<file path="src/rtl/sc_screen_sequencer_pkg.sv">
// Shared state encoding, transition-image selects and width helpers for the screen sequencer.
package sc_screen_sequencer_pkg;

  typedef enum logic [2:0] {
    ST_START = 3'd0,
    ST_PLAY  = 3'd1,
    ST_CRASH = 3'd2,
    ST_LEVEL = 3'd3,
    ST_OVER  = 3'd4
  } state_e;

  localparam logic [1:0] SEL_START = 2'd0;
  localparam logic [1:0] SEL_LEVEL = 2'd1;
  localparam logic [1:0] SEL_OVER  = 2'd2;
  localparam logic [1:0] SEL_WIN   = 2'd3;

  function automatic int unsigned max_u(input int unsigned a, input int unsigned b);
    return (a > b) ? a : b;
  endfunction

  // Bits needed to hold values 0..n-1, never less than one.
  function automatic int unsigned width_for(input int unsigned n);
    return (n > 1) ? $clog2(n) : 1;
  endfunction

endpackage

</file>
<file path="src/rtl/sc_tick_timer.sv">
// Prescaler plus saturating tick counter with synchronous clear and a done flag.
// SC_SCREEN_SEQUENCER_CRASH_BLINK_EN additionally exposes the per-tick strobe.
module sc_tick_timer
  import sc_screen_sequencer_pkg::*;
#(
  parameter int unsigned PRESCALER = 25000000,
  parameter int unsigned CNT_W     = 3
) (
  input  logic             i_clk,
  input  logic             i_rst_n,
  input  logic             i_clear,
  input  logic [CNT_W-1:0] i_target,
`ifdef SC_SCREEN_SEQUENCER_CRASH_BLINK_EN
  output logic             o_tick_c,
`endif
  output logic             o_done_c
);

  localparam int unsigned      PRE_W   = width_for(PRESCALER);
  localparam logic [PRE_W-1:0] PRE_MAX = PRE_W'(PRESCALER - 1);
  localparam logic [CNT_W-1:0] CNT_MAX = '1;

  logic [PRE_W-1:0] r_pre;
  logic [CNT_W-1:0] r_cnt;
  logic             w_tick;

  assign w_tick   = (r_pre == PRE_MAX);
  // Done on the last cycle of the target-th tick, so the owner's next edge leaves.
  assign o_done_c = w_tick && (r_cnt == i_target - CNT_W'(1));

`ifdef SC_SCREEN_SEQUENCER_CRASH_BLINK_EN
  assign o_tick_c = w_tick;
`endif

  always_ff @(posedge i_clk) begin
    if (!i_rst_n || i_clear) begin
      r_pre <= '0;
      r_cnt <= '0;
    end else begin
      r_pre <= w_tick ? '0 : r_pre + PRE_W'(1);
      if (w_tick && (r_cnt != CNT_MAX)) begin
        r_cnt <= r_cnt + CNT_W'(1);
      end
    end
  end

endmodule

</file>
<file path="src/rtl/sc_screen_sequencer.sv">
// Game screen sequencer: START/PLAY/CRASH/LEVEL/OVER FSM with registered Moore outputs.
// SC_SCREEN_SEQUENCER_CRASH_BLINK_EN makes CRASH a BLINK_TICKS-long blinking screen.
module sc_screen_sequencer
  import sc_screen_sequencer_pkg::*;
#(
  parameter int unsigned PRESCALER   = 25000000,
  parameter int unsigned HOLD_TICKS  = 4,
  parameter int unsigned LIVES       = 3,
  parameter int unsigned LEVELS      = 4,
  parameter int unsigned BLINK_TICKS = 6
) (
  input  logic       SC_SCREEN_SEQUENCER_CLOCK_50,
  input  logic       SC_SCREEN_SEQUENCER_RESET_InLow,
  input  logic       SC_SCREEN_SEQUENCER_start_InLow,
  input  logic       SC_SCREEN_SEQUENCER_crash_InHigh,
  input  logic       SC_SCREEN_SEQUENCER_levelDone_InHigh,
  output logic       SC_SCREEN_SEQUENCER_muxScreen_Out,
  output logic [1:0] SC_SCREEN_SEQUENCER_transSel_Out,
  output logic       SC_SCREEN_SEQUENCER_gameEn_Out,
  output logic       SC_SCREEN_SEQUENCER_gameClear_Out,
  output logic [1:0] SC_SCREEN_SEQUENCER_level_Out,
  output logic [1:0] SC_SCREEN_SEQUENCER_lives_Out
);

  localparam int unsigned      CNT_W      = width_for(max_u(HOLD_TICKS, BLINK_TICKS) + 1);
  localparam logic [CNT_W-1:0] HOLD_TGT   = CNT_W'(HOLD_TICKS);
  localparam logic [1:0]       LIVES_INIT = 2'(LIVES);
  localparam logic [1:0]       LEVEL_LAST = 2'(LEVELS - 1);

  state_e           r_state;
  state_e           w_next_state;
  logic             w_start;
  logic             w_crash;
  logic             w_level_done;
  logic             w_state_change;
  logic             w_done;
  logic [CNT_W-1:0] w_target;

  logic       r_mux, w_mux;
  logic [1:0] r_sel, w_sel;
  logic       r_game_en, w_game_en;
  logic       r_game_clear, w_game_clear;
  logic [1:0] r_level, w_level;
  logic [1:0] r_lives, w_lives;

  assign w_start        = ~SC_SCREEN_SEQUENCER_start_InLow;
  assign w_crash        = SC_SCREEN_SEQUENCER_crash_InHigh;
  assign w_level_done   = SC_SCREEN_SEQUENCER_levelDone_InHigh;
  assign w_state_change = (w_next_state != r_state);

`ifdef SC_SCREEN_SEQUENCER_CRASH_BLINK_EN
  localparam logic [CNT_W-1:0] BLINK_TGT = CNT_W'(BLINK_TICKS);
  logic w_tick;
  assign w_target = (r_state == ST_CRASH) ? BLINK_TGT : HOLD_TGT;
`else
  assign w_target = HOLD_TGT;
`endif

  sc_tick_timer #(
    .PRESCALER (PRESCALER),
    .CNT_W     (CNT_W)
  ) u_timer (
    .i_clk    (SC_SCREEN_SEQUENCER_CLOCK_50),
    .i_rst_n  (SC_SCREEN_SEQUENCER_RESET_InLow),
    .i_clear  (w_state_change),
    .i_target (w_target),
`ifdef SC_SCREEN_SEQUENCER_CRASH_BLINK_EN
    .o_tick_c (w_tick),
`endif
    .o_done_c (w_done)
  );

  always_ff @(posedge SC_SCREEN_SEQUENCER_CLOCK_50) begin
    if (!SC_SCREEN_SEQUENCER_RESET_InLow) begin
      r_state <= ST_START;
    end else begin
      r_state <= w_next_state;
    end
  end

  // Next state; crash outranks levelDone in PLAY, every other input is ignored elsewhere.
  always_comb begin
    w_next_state = r_state;
    case (r_state)
      ST_START: if (w_start) w_next_state = ST_PLAY;
      ST_PLAY: begin
        if (w_crash) begin
          w_next_state = (r_lives <= 2'd1) ? ST_OVER : ST_CRASH;
        end else if (w_level_done) begin
          w_next_state = (r_level >= LEVEL_LAST) ? ST_OVER : ST_LEVEL;
        end
      end
`ifdef SC_SCREEN_SEQUENCER_CRASH_BLINK_EN
      ST_CRASH: if (w_done) w_next_state = ST_PLAY;
`else
      ST_CRASH: w_next_state = ST_PLAY;
`endif
      ST_LEVEL: if (w_done) w_next_state = ST_PLAY;
      ST_OVER:  if (w_done) w_next_state = ST_START;
      default:  w_next_state = ST_START;
    endcase
  end

  // Next output values, keyed on the state being entered so they land with it.
  always_comb begin
    w_mux        = r_mux;
    w_sel        = r_sel;
    w_game_en    = r_game_en;
    w_game_clear = 1'b0;
    w_level      = r_level;
    w_lives      = r_lives;
    case (w_next_state)
      ST_START: begin
        w_mux     = 1'b1;
        w_sel     = SEL_START;
        w_game_en = 1'b0;
      end
      ST_PLAY: begin
        w_mux        = 1'b0;
        w_game_en    = 1'b1;
        w_game_clear = (r_state != ST_PLAY);
      end
      ST_LEVEL: begin
        w_mux     = 1'b1;
        w_sel     = SEL_LEVEL;
        w_game_en = 1'b0;
      end
      ST_OVER: begin
        w_mux     = 1'b1;
        w_game_en = 1'b0;
        if (r_state == ST_PLAY) w_sel = w_crash ? SEL_OVER : SEL_WIN;
      end
      ST_CRASH: begin
        w_game_en = 1'b0;
`ifdef SC_SCREEN_SEQUENCER_CRASH_BLINK_EN
        if (r_state != ST_CRASH) begin
          w_mux = 1'b1;
          w_sel = SEL_OVER;
        end else if (w_tick) begin
          w_mux = ~r_mux;
        end
`else
        w_mux = 1'b0;
`endif
      end
      default: ;
    endcase

    if ((r_state == ST_START) && (w_next_state == ST_PLAY)) begin
      w_level = 2'd0;
      w_lives = LIVES_INIT;
    end
    if ((r_state == ST_LEVEL) && (w_next_state == ST_PLAY) && (r_level != LEVEL_LAST)) begin
      w_level = r_level + 2'd1;
    end
    if ((r_state == ST_PLAY) && w_crash && (r_lives != 2'd0)) begin
      w_lives = r_lives - 2'd1;
    end
  end

  always_ff @(posedge SC_SCREEN_SEQUENCER_CLOCK_50) begin
    if (!SC_SCREEN_SEQUENCER_RESET_InLow) begin
      r_mux        <= 1'b1;
      r_sel        <= SEL_START;
      r_game_en    <= 1'b0;
      r_game_clear <= 1'b0;
      r_level      <= 2'd0;
      r_lives      <= LIVES_INIT;
    end else begin
      r_mux        <= w_mux;
      r_sel        <= w_sel;
      r_game_en    <= w_game_en;
      r_game_clear <= w_game_clear;
      r_level      <= w_level;
      r_lives      <= w_lives;
    end
  end

  assign SC_SCREEN_SEQUENCER_muxScreen_Out = r_mux;
  assign SC_SCREEN_SEQUENCER_transSel_Out  = r_sel;
  assign SC_SCREEN_SEQUENCER_gameEn_Out    = r_game_en;
  assign SC_SCREEN_SEQUENCER_gameClear_Out = r_game_clear;
  assign SC_SCREEN_SEQUENCER_level_Out     = r_level;
  assign SC_SCREEN_SEQUENCER_lives_Out     = r_lives;

endmodule

</file>
<file path="config.mk">
export PLATFORM = sky130hd
export DESIGN_NAME = sc_screen_sequencer
export DESIGN_NICKNAME = d
export VERILOG_FILES = /design/src/rtl/sc_screen_sequencer_pkg.sv /design/src/rtl/sc_tick_timer.sv /design/src/rtl/sc_screen_sequencer.sv
export SDC_FILE = /design/constraint.sdc
export NUM_CORES = 1
export LEC_CHECK = 0
export ABC_CLOCK_PERIOD_IN_PS = 3450
export CAP_MARGIN = 10
export CORE_AREA = 10 10 88 82
export CTS_BUF_LIST = sky130_fd_sc_hd__clkbuf_4
export CTS_CLUSTER_SIZE = 25
export DETAILED_ROUTE_END_ITERATION = 10
export DIE_AREA = 0 0 98 92
export PLACE_DENSITY = 0.59
export SYNTH_ARGS = -nofsm -noshare
export SYNTH_HDL_FRONTEND = slang
export SYNTH_SLANG_ARGS = --single-unit
</file>
<file path="constraint.sdc">
create_clock -name SC_SCREEN_SEQUENCER_CLOCK_50 -period 3.45 [get_ports SC_SCREEN_SEQUENCER_CLOCK_50]
set_clock_uncertainty 0.15 [all_clocks]
set_input_delay 0.5175 -clock SC_SCREEN_SEQUENCER_CLOCK_50 [delete_from_list [all_inputs] [get_ports SC_SCREEN_SEQUENCER_CLOCK_50]]
set_output_delay 0.5175 -clock SC_SCREEN_SEQUENCER_CLOCK_50 [all_outputs]
set_load 0.02 [all_outputs]
</file>
* Word-level counts from Yosys, hierarchy flattened
Cells that the tools add are included.
** Operators by class
- Add/subtract/negate cells :: 4
- $mul :: 0
- Div/mod/pow operators :: 0
- $lt $le $gt $ge :: 2
- Eq/ne operators :: 15
- Shift-type cells :: 0
- Mux-type cells :: 17
- Bitwise operators :: 0
- Reduce and logical (&&, ||, !) cells :: 23
** Operators by type and width (number)
- $add 25x1->25 const B :: 1
- $eq 25x25->1 const B :: 1
- $mux 3 :: 7
- $eq 3x2->1 const B :: 5
- $pmux 3 s5 :: 1
- $mux 2 :: 5
- $reduce_bool 2->1 :: 5
- $logic_and 1x1->1 :: 7
- $eq 3x1->1 const B :: 2
- $eq 3x3->1 const B :: 2
- $logic_not 3->1 :: 2
- $pmux 2 s3 :: 1
- $ne 2x2->1 const B :: 2
- $pmux 1 s2 :: 2
- $reduce_and 2->1 :: 2
- $reduce_or 2->1 :: 2
- $reduce_or 4->1 :: 1
- $add 3x1->3 const B :: 1
- $ne 3x1->1 const B :: 1
- $ne 3x3->1 :: 1
- $ne 3x3->1 const B :: 1
- $reduce_bool 3->1 :: 1
- $reduce_or 3->1 :: 1
- $add 2x1->2 const B :: 1
- 6 further kinds :: 6
** Storage, ports and cells
- Register bits :: 40
- Latch bits :: 0
- Bits in writable memories :: 0
- Bits in read-only memories :: 0
- Input port bits :: 5
- Output and inout bits :: 9
- Word-level logic and storage cells :: 70
- Memories :: 0

* Depth between registers and ports, before layout
- Word-level depth :: 9
- Mapped depth :: 9
- Mapped depth without buffers :: 7

* Hierarchy
A second synthesis with hierarchy kept.
** Second synthesis, totals
- Cell total of the unflattened synthesis :: 249
- Area, all modules :: 2137.0 µm²
** By module, submodules not included
- sc_tick_timer :: instances 1, cells an instance 167, area an instance 1425.1 µm², seq. area each 560.5 µm²
- sc_screen_sequencer :: instances 1, cells an instance 82, area an instance 711.9 µm², seq. area each 240.2 µm²

* Worst setup path before layout
No wires, ideal clock.
- Path type :: register to register
- Start point :: reg r_lives[0] (netlist: SC_SCREEN_SEQUENCER_lives_Out[0])
- End point :: reg r_sel[0] (netlist: SC_SCREEN_SEQUENCER_transSel_Out[0])
- Library setup time :: 58 ps
- Data arrival time :: 1867 ps
- Data required time :: 3242 ps
- Path slack :: 1374 ps
- Cell stages (with the launch flop) :: 7
- Buffers on the path :: 0
- Period minus slack after synthesis :: 2076 ps
- Cells stage by stage :: dfxtp_1 > ha_1 > and3b_1 > or3b_4 > or3b_1 > a31oi_1 > o221a_2
** Between the ends
- Word-level cells in the longest chain between the ends :: 7
- Elaborated cells on any way between the ends :: 11
- Classes of those cells :: order compare (1); eq/ne (3); mux (4); reduce/logical (3)
** Ends and longest elaborated chain
- from (decl) :: line sc_screen_sequencer.sv:44 : logic [1:0] r_lives, w_lives;
- from (signal assigned) :: line sc_screen_sequencer.sv:175 : r_lives <= w_lives;
- $le 2x1->1 * :: line sc_screen_sequencer.sv:88 : w_next_state = (r_lives <= 2'd1) ? ST_OVER : ST_CRASH;
- $mux 3 * :: line sc_screen_sequencer.sv:88
- $mux 3 * :: line sc_screen_sequencer.sv:87 : if (w_crash) begin
- $pmux 3 s5 * :: line sc_screen_sequencer.sv:84 : case (r_state)
- $eq 3x3->1 (tied with other cells) :: line sc_screen_sequencer.sv:112 : case (w_next_state)
- $ne 2x2->1 (no line) / $reduce_bool 3->1 (equally long branches)
- $reduce_and 2->1 (no line)
- to (signal assigned) :: line sc_screen_sequencer.sv:171 : r_sel <= w_sel;
- to (decl) :: line sc_screen_sequencer.sv:40 : logic [1:0] r_sel, w_sel;
Mark *: on every way between the ends. The rest lies on a longest branch, timed or not.
A chain may end at the register's enable or synchronous reset.

* Worst setup path in the final report
- Start point :: reg u_timer.r_pre[0]
- End point :: reg u_timer.r_pre[20]
** Between the ends
- Word-level cells in the longest chain between the ends :: 7
- Elaborated cells on any way between the ends :: 9
- Classes of those cells :: add/sub (1); eq/ne (2); mux (3); reduce/logical (3)
** Ends and longest elaborated chain
- from (decl) :: line sc_tick_timer.sv:23 : logic [PRE_W-1:0] r_pre;
- from (signal assigned) :: line sc_tick_timer.sv:40 : r_pre <= w_tick ? '0 : r_pre + PRE_W'(1);
- $eq 25x25->1 :: line sc_tick_timer.sv:27 : assign w_tick = (r_pre == PRE_MAX);
- $logic_and 1x1->1 :: line sc_tick_timer.sv:29 : assign o_done_c = w_tick && (r_cnt == i_target - CNT_W'(1));
- $mux 3 (on tied branches) :: line sc_screen_sequencer.sv:99, sc_screen_sequencer.sv:98
- $pmux 3 s5 :: line sc_screen_sequencer.sv:84
- $ne 3x3->1 :: line sc_screen_sequencer.sv:49 : assign w_state_change = (w_next_state != r_state);
- $logic_or 1x1->1 :: line sc_tick_timer.sv:36 : if (!i_rst_n || i_clear) begin
- $reduce_or 2->1 (no line)
Several ways; a longest one is shown, not always the timed one.

==> metrics.cfg <==
[clock_tree]
cts_buffers=5
worstSkewPairLatency_ns=0.35
post_cts_resized=0
cts_tree=done
cts_root_buf=clkbuf_4
clk_path_buf_depth=2
htree_levels=2
cts_hold_buf=0
clk_pin_slew_worst_paths_ns=0.12
cts_num_sinks=40
cts_setup_buffers=0

[final_layout]
area_growth_pct=11.5
diodes=0
nFillCells=556
area.sequential_um2=801
drive_gt1_frac=0.0622
multiInputGateArea_um2=1100
final_area_um2=2210
final_nets=252
final_util=0.403

[synth]
syn_area_per_cell_um2=8.67
synth_area_leader_cell=dfxtp_1
yosys_warnings=0
yosysSeqAreaShare=0.403
synth_top_area_frac=0.403
ys_top_cells_by_count=40 x dfxtp_1, 38 x nor2_1, 19 x nand2_1
syn_area_um2=1990
yosysMostFrequentCell=dfxtp_1
synth_edf_count=0
ys.flop_type=dfxtp_1
synth_nets=241
synth_area_leaders=dfxtp_1 40%, xnor2_1 7.9%, nor2_1 7.2%
synth_seq_cells=40
syn_inst=229
synthArstFlopShare=0
yosysUniqueCellTypes=44

[setup_path]
crit_type=flop to flop
cp.arrival_ns=2.63
r2r_setup_slack_ns=0.87
crit_buf_inv=0
max_stage_delay_ns=0.69
crit_slowest_cell=or3_1
rr_worst_depth=6
crit_family=simple AND/OR/NAND/NOR gates
r2r-end=u_timer.r_pre[20]
endpoint_kind=flop
crit_start=u_timer.r_pre[0]
rr_startpoint=u_timer.r_pre[0]
crit_path_start_kind=flop
worstPathCellList=ha_1 > and3_1 > nand2_1 > nor3_1 > or3_1 > nor2_1
crit_required_ns=3.50
crit_fanout=25

[sta]
fmax_ghz=0.388
period_share=0.748
hold_viol=0
tns_ns=0
worst_pin_slew_ns=0.850
period_needed_ns=2.58
rsz0062_at_grt=false
maxSlewHeadroom=0.433
finalMaxSlewViolations=0
report.final.setup_viol=0
hold-worst-slack_ns=0.334

[global_route]
overflow=0
grt_max_degree=26
grt_pass1_vias=1396
grt_usage=0.0853
grt_pass1_wl_mm=6.57
antenna_found_initial=0

[detailed_routing]
drt-initial-drc-count=76
drc=0
routedWlPerCell_um=12.3
vias_per_cell=4.95
routed_wl_mm=3.81
drt_pass1_iterations=4
dr_total_vias=1541
postRouteAntennaNets=0

[worst_hold_path]
hold_start=u_timer.r_pre[0]
hold_class=flop to flop
whs_endpoint=u_timer.r_pre[0]
hold_depth=1

[die]
initial_core_util=0.361
coreArea_um2=5500
die_w_um=98
die_h_um=92
fp-row-count=26
die_area_um2=9020
ioPinCount=14

[power_and_ir_drop]
power_density_nw_per_um2=368
power_frac_seq=0.595
clockPowerShare=0.291
pwr-share-comb=0.114
max-vdd-ir-drop_mv=0.145
switching_share=0.263
p_int_mw=0.601
p_leak_nw=0.768
switchingPower_mw=0.215

[placement]
port_buffers=13
routabilityCongestion=0.738
placed_area_um2=2160
dpl.hpwl_mm=2.73

[run_status]
status=complete, no violations

[flow_run]
cap_violations=0

[routing by layer]
layer | vias up | wire [um] | global-route usage
li1 | 815 | - | -
met1 | 700 | 1990 | 0.110
met2 | 21 | 1630 | 0.127
met3 | 5 | 122 | 0.0225
met4 | 0 | 74 | 0.0436
met5 | - | 0 | 0
[area by class of cell]
class	instances	share of cell area
Inverter	10	0.0170
Clock buffer	6	0.0204
Tap cell	70	0.0396
Sequential cell	40	0.362
Multi-Input combinational cell	170	0.497
Timing Repair Buffer	13	0.0588
Clock inverter	2	0.00509
[logic make-up after synthesis]
| kind of cell | share of synthesized area |
|---|---|
| multiplexers | 0.0158 |
| XOR/XNOR | 0.110 |
| buffers and inverters | 0.0422 |
| flip-flops | 0.403 |
| AND/OR/NAND/NOR | 0.304 |
| AO/OA/AOI/OAI | 0.0800 |
| adder cells (fa/ha/maj) | 0.0441 |
[through the flow]
step | cells | worst slack (ns) | power [mW]
detailed placement | 303 | 0.736 | 0.589
finish | 311 | 0.871 | 0.815
floorplan | 229 | 1.37 | 0.561
global placement | 303 | 0.822 | 0.590
CTS | 311 | 0.824 | 0.833
global route | 311 | 0.604 | 0.860
[cells in the final DEF, fill, tap and decap left out, types with 3 or more instances in the layout]
master           netlist  layout
and4_1                 5       5
nand2_1               19      19
a21oi_1                3       3
inv_1                 10      10
nor3_1                 9       9
xnor2_1               18      18
ha_1                   7       7
nor2_1                38      38
nand4_1                7       7
clkbuf_4               0       6
o21ai_0                4       4
nor4_1                 9       9
nand3_1                7       7
clkdlybuf4s50_1        0      13
xor2_1                 7       7
dfxtp_1               40      40
[state kept, by name, indices dropped and copies added (netlist names)]
name / flops
SC_SCREEN_SEQUENCER_level_Out: 2
SC_SCREEN_SEQUENCER_gameEn_Out: 1
u_timer.r_pre: 25
u_timer.r_cnt: 3
SC_SCREEN_SEQUENCER_muxScreen_Out: 1
SC_SCREEN_SEQUENCER_transSel_Out: 2
SC_SCREEN_SEQUENCER_gameClear_Out: 1
SC_SCREEN_SEQUENCER_lives_Out: 2
r_state: 3
[worst max-delay path by stage]
stage / slack, ns / endpoint / depth (start not counted)
floorplan: 1.37 / SC_SCREEN_SEQUENCER_transSel_Out[0] / 6
global placement: 0.82 / u_timer.r_pre[12] / 6
detailed placement: 0.74 / u_timer.r_pre[19] / 6
CTS: 0.82 / u_timer.r_pre[20] / 6
global route: 0.60 / u_timer.r_pre[23] / 6
finish: 0.87 / u_timer.r_pre[20] / 6
[power by group through the flow]
| stage | registers [mW] | clock network [mW] | logic [mW] |
|---|---|---|---|
| global route | 0.487 | 0.269 | 0.104 |
| CTS | 0.485 | 0.253 | 0.0945 |
| finish | 0.485 | 0.237 | 0.0933 |
| floorplan | 0.499 | 0 | 0.0620 |
| detailed placement | 0.496 | 0 | 0.0939 |
| global placement | 0.496 | 0 | 0.0939 |
No activity file was read; power rests on OpenSTA's default activity.
==> RTL change: new RTL, same settings <==
Set the parameter `HOLD_TICKS` to 8 (it was 4).
--- a/src/rtl/sc_screen_sequencer.sv
+++ b/src/rtl/sc_screen_sequencer.sv
@@ -6,3 +6,3 @@
   parameter int unsigned PRESCALER   = 25000000,
-  parameter int unsigned HOLD_TICKS  = 4,
+  parameter int unsigned HOLD_TICKS  = 8,
   parameter int unsigned LIVES       = 3,
Function: same outputs for any inputs over 10 cycles, from zero or initial values and one cycle with SC_SCREEN_SEQUENCER_RESET_InLow low; that may be too few to reach the edited logic, so the function may still have changed.
==> RTL change against the original RTL <==
Worst setup slack better by 0.34 ns; clock power up 33%; combinational power up 4.1%; count of clock-buffer cells in the layout unchanged; sequential cell count up 1; design area up 5.5%; die area unchanged; sequential power up 3%; wire length up 8.0%; area after synthesis up 5.2%; total power up 12%.
==> RTL change: results (changes against the original RTL) <==
| Metric | Value |
|---|---|
| # H-tree levels | `2 (unchanged)` |
| Sequential area share after synthesis | `39.3% (was 40.3%)` |
| Hold Path Sink | `SC_SCREEN_SEQUENCER_transSel_Out[0] (was u_timer.r_pre[0])` |
| Clk buf depth | `2 (unchanged)` |
| Layout cells sized above 1 | `8.73% (was 6.22%)` |
| DP Wirelength | `2890 µm (was 2730 µm)` |
| Slew headroom | `53.1% (was 43.3%)` |
| Vias | `1,651 (was 1,541)` |
| Top cells by count, synth | `nor2_1, dfxtp_1, xnor2_1 (was dfxtp_1, nor2_1, nand2_1)` |
| Final Net Count | `261 (was 252)` |
| DR pass1 iterations | `4 (unchanged)` |
| Initial DRC Count | `161 (was 76)` |
| Layout fillers | `542 (was 556)` |
| First-pass GRT wire length | `7640 µm (was 6570 µm)` |
| Status | `completed (unchanged)` |
| Post-synth cell types | `49 (was 44)` |
| Reg-to-reg endpoint | `u_timer.r_pre[16] (was u_timer.r_pre[20])` |
| Post-cts sizing count | `0 (unchanged)` |
| Drt wl/cell | `12.8 µm (was 12.3 µm)` |
| Gr usage total | `9.87% (was 8.53%)` |
| Syn Nets | `248 (was 241)` |
| Number of global-route vias before repair | `1,561 (was 1,396)` |
| Post-Layout Cell Count | `322 (was 311)` |
| GP Congestion | `0.842 (was 0.738)` |
| Min-Delay Path Depth | `2 (was 1)` |
| Top_reg_cell synth | `dfxtp_1 (unchanged)` |
| Largest registers | `u_timer.r_pre (25), u_timer.r_cnt (4), r_state (3) (was u_timer.r_pre (25), r_state (3), u_timer.r_cnt (3))` |
| Syn avg cell area | `8.77 µm² (was 8.67 µm²)` |
| Placed Instances | `314 (was 303)` |
| VDD IR max | `251 µV (was 145 µV)` |
| Reg2reg setup slack | `1.21 ns (was 0.87 ns)` |
| Largest net degree at the start of global routing | `26 (unchanged)` |
| Dpl cell area | `0.00226 mm² (was 0.00216 mm²)` |
| Leak | `0.827 nW (was 0.768 nW)` |
| HP Start | `SC_SCREEN_SEQUENCER_transSel_Out[0] (was u_timer.r_pre[0])` |
| Total CTS buffers | `5 (unchanged)` |
| Ranking of synthesized cells by area | `dfxtp_1, xnor2_1, nor2_1, ha_1, nand3_1 (was dfxtp_1, xnor2_1, nor2_1, ha_1, nand2_1)` |
[RTL change: logic make-up after synthesis]
family / synth area share (%)
AOI/OAI and AO/OA: 9.65
xor gates and xnor gates: 10.1
adders and majority gates: 3.00
buffers and inverters: 4.55
DFF: 39.3
muxes: 2.16
and+or+nand+nor: 31.3
[RTL change: worst max path at each step]
stage / startpoint / end / cells past startpoint
global placement: SC_SCREEN_SEQUENCER_RESET_InLow / u_timer.r_pre[22] / 5
finish: u_timer.r_pre[0] / u_timer.r_pre[16] / 6
floorplan: u_timer.r_pre[0] / r_state[1] / 7
detailed placement: SC_SCREEN_SEQUENCER_RESET_InLow / u_timer.r_pre[16] / 5
CTS: u_timer.r_pre[0] / u_timer.r_pre[16] / 6
global route: u_timer.r_pre[0] / u_timer.r_pre[16] / 6
[RTL change: per-stage QoR]
stage	utilization (%)	hold WS (ns)	worst slack (ns)
after global routing	42.5	0.409	0.929
after detailed placement	41.0	0.343	0.868
final	42.5	0.356	1.21
after floorplan	-	0.321	1.54
after global placement	41.0	0.340	0.925
after CTS	42.5	0.361	1.18
[RTL change: final cells by class]
| type | count | share of cell area, % |
|---|---|---|
| Tap cell | 70 | 3.75 |
| Clock buffer | 6 | 1.93 |
| Sequential cell | 41 | 35.2 |
| Timing Repair Buffer | 14 | 5.89 |
| Clock inverter | 2 | 1.45 |
| Inverter | 10 | 1.61 |
| Multi-Input combinational cell | 179 | 50.2 |
[RTL change: power breakdown]
| group | internal [mW] | leakage (nW) | switching [mW] |
|---|---|---|---|
| sequential | 0.484 | 0.332 | 0.0143 |
| combinational | 0.0401 | 0.452 | 0.0570 |
| clock | 0.159 | 0.0433 | 0.157 |
[RTL change: critical path, cell delays in order (launching register included)]
cell	delay, ns
dfxtp_1	0.45
ha_1	0.23
and2_1	0.25
and4b_1	0.40
nand2_1	0.15
nand3_2	0.38
nor2_1	0.10
[RTL change: layer usage]
| metal | share of wire [%] | routed length (µm) | vias up | global-route usage [%] |
|---|---|---|---|---|
| met3 | 3.7 | 153 | 6 | 3.15 |
| met4 | 1.3 | 55 | 0 | 3.63 |
| met1 | 53 | 2180 | 760 | 13.6 |
| li1 | - | - | 860 | - |
| met2 | 42 | 1730 | 25 | 13.8 |
| met5 | 0 | 0 | - | 0 |
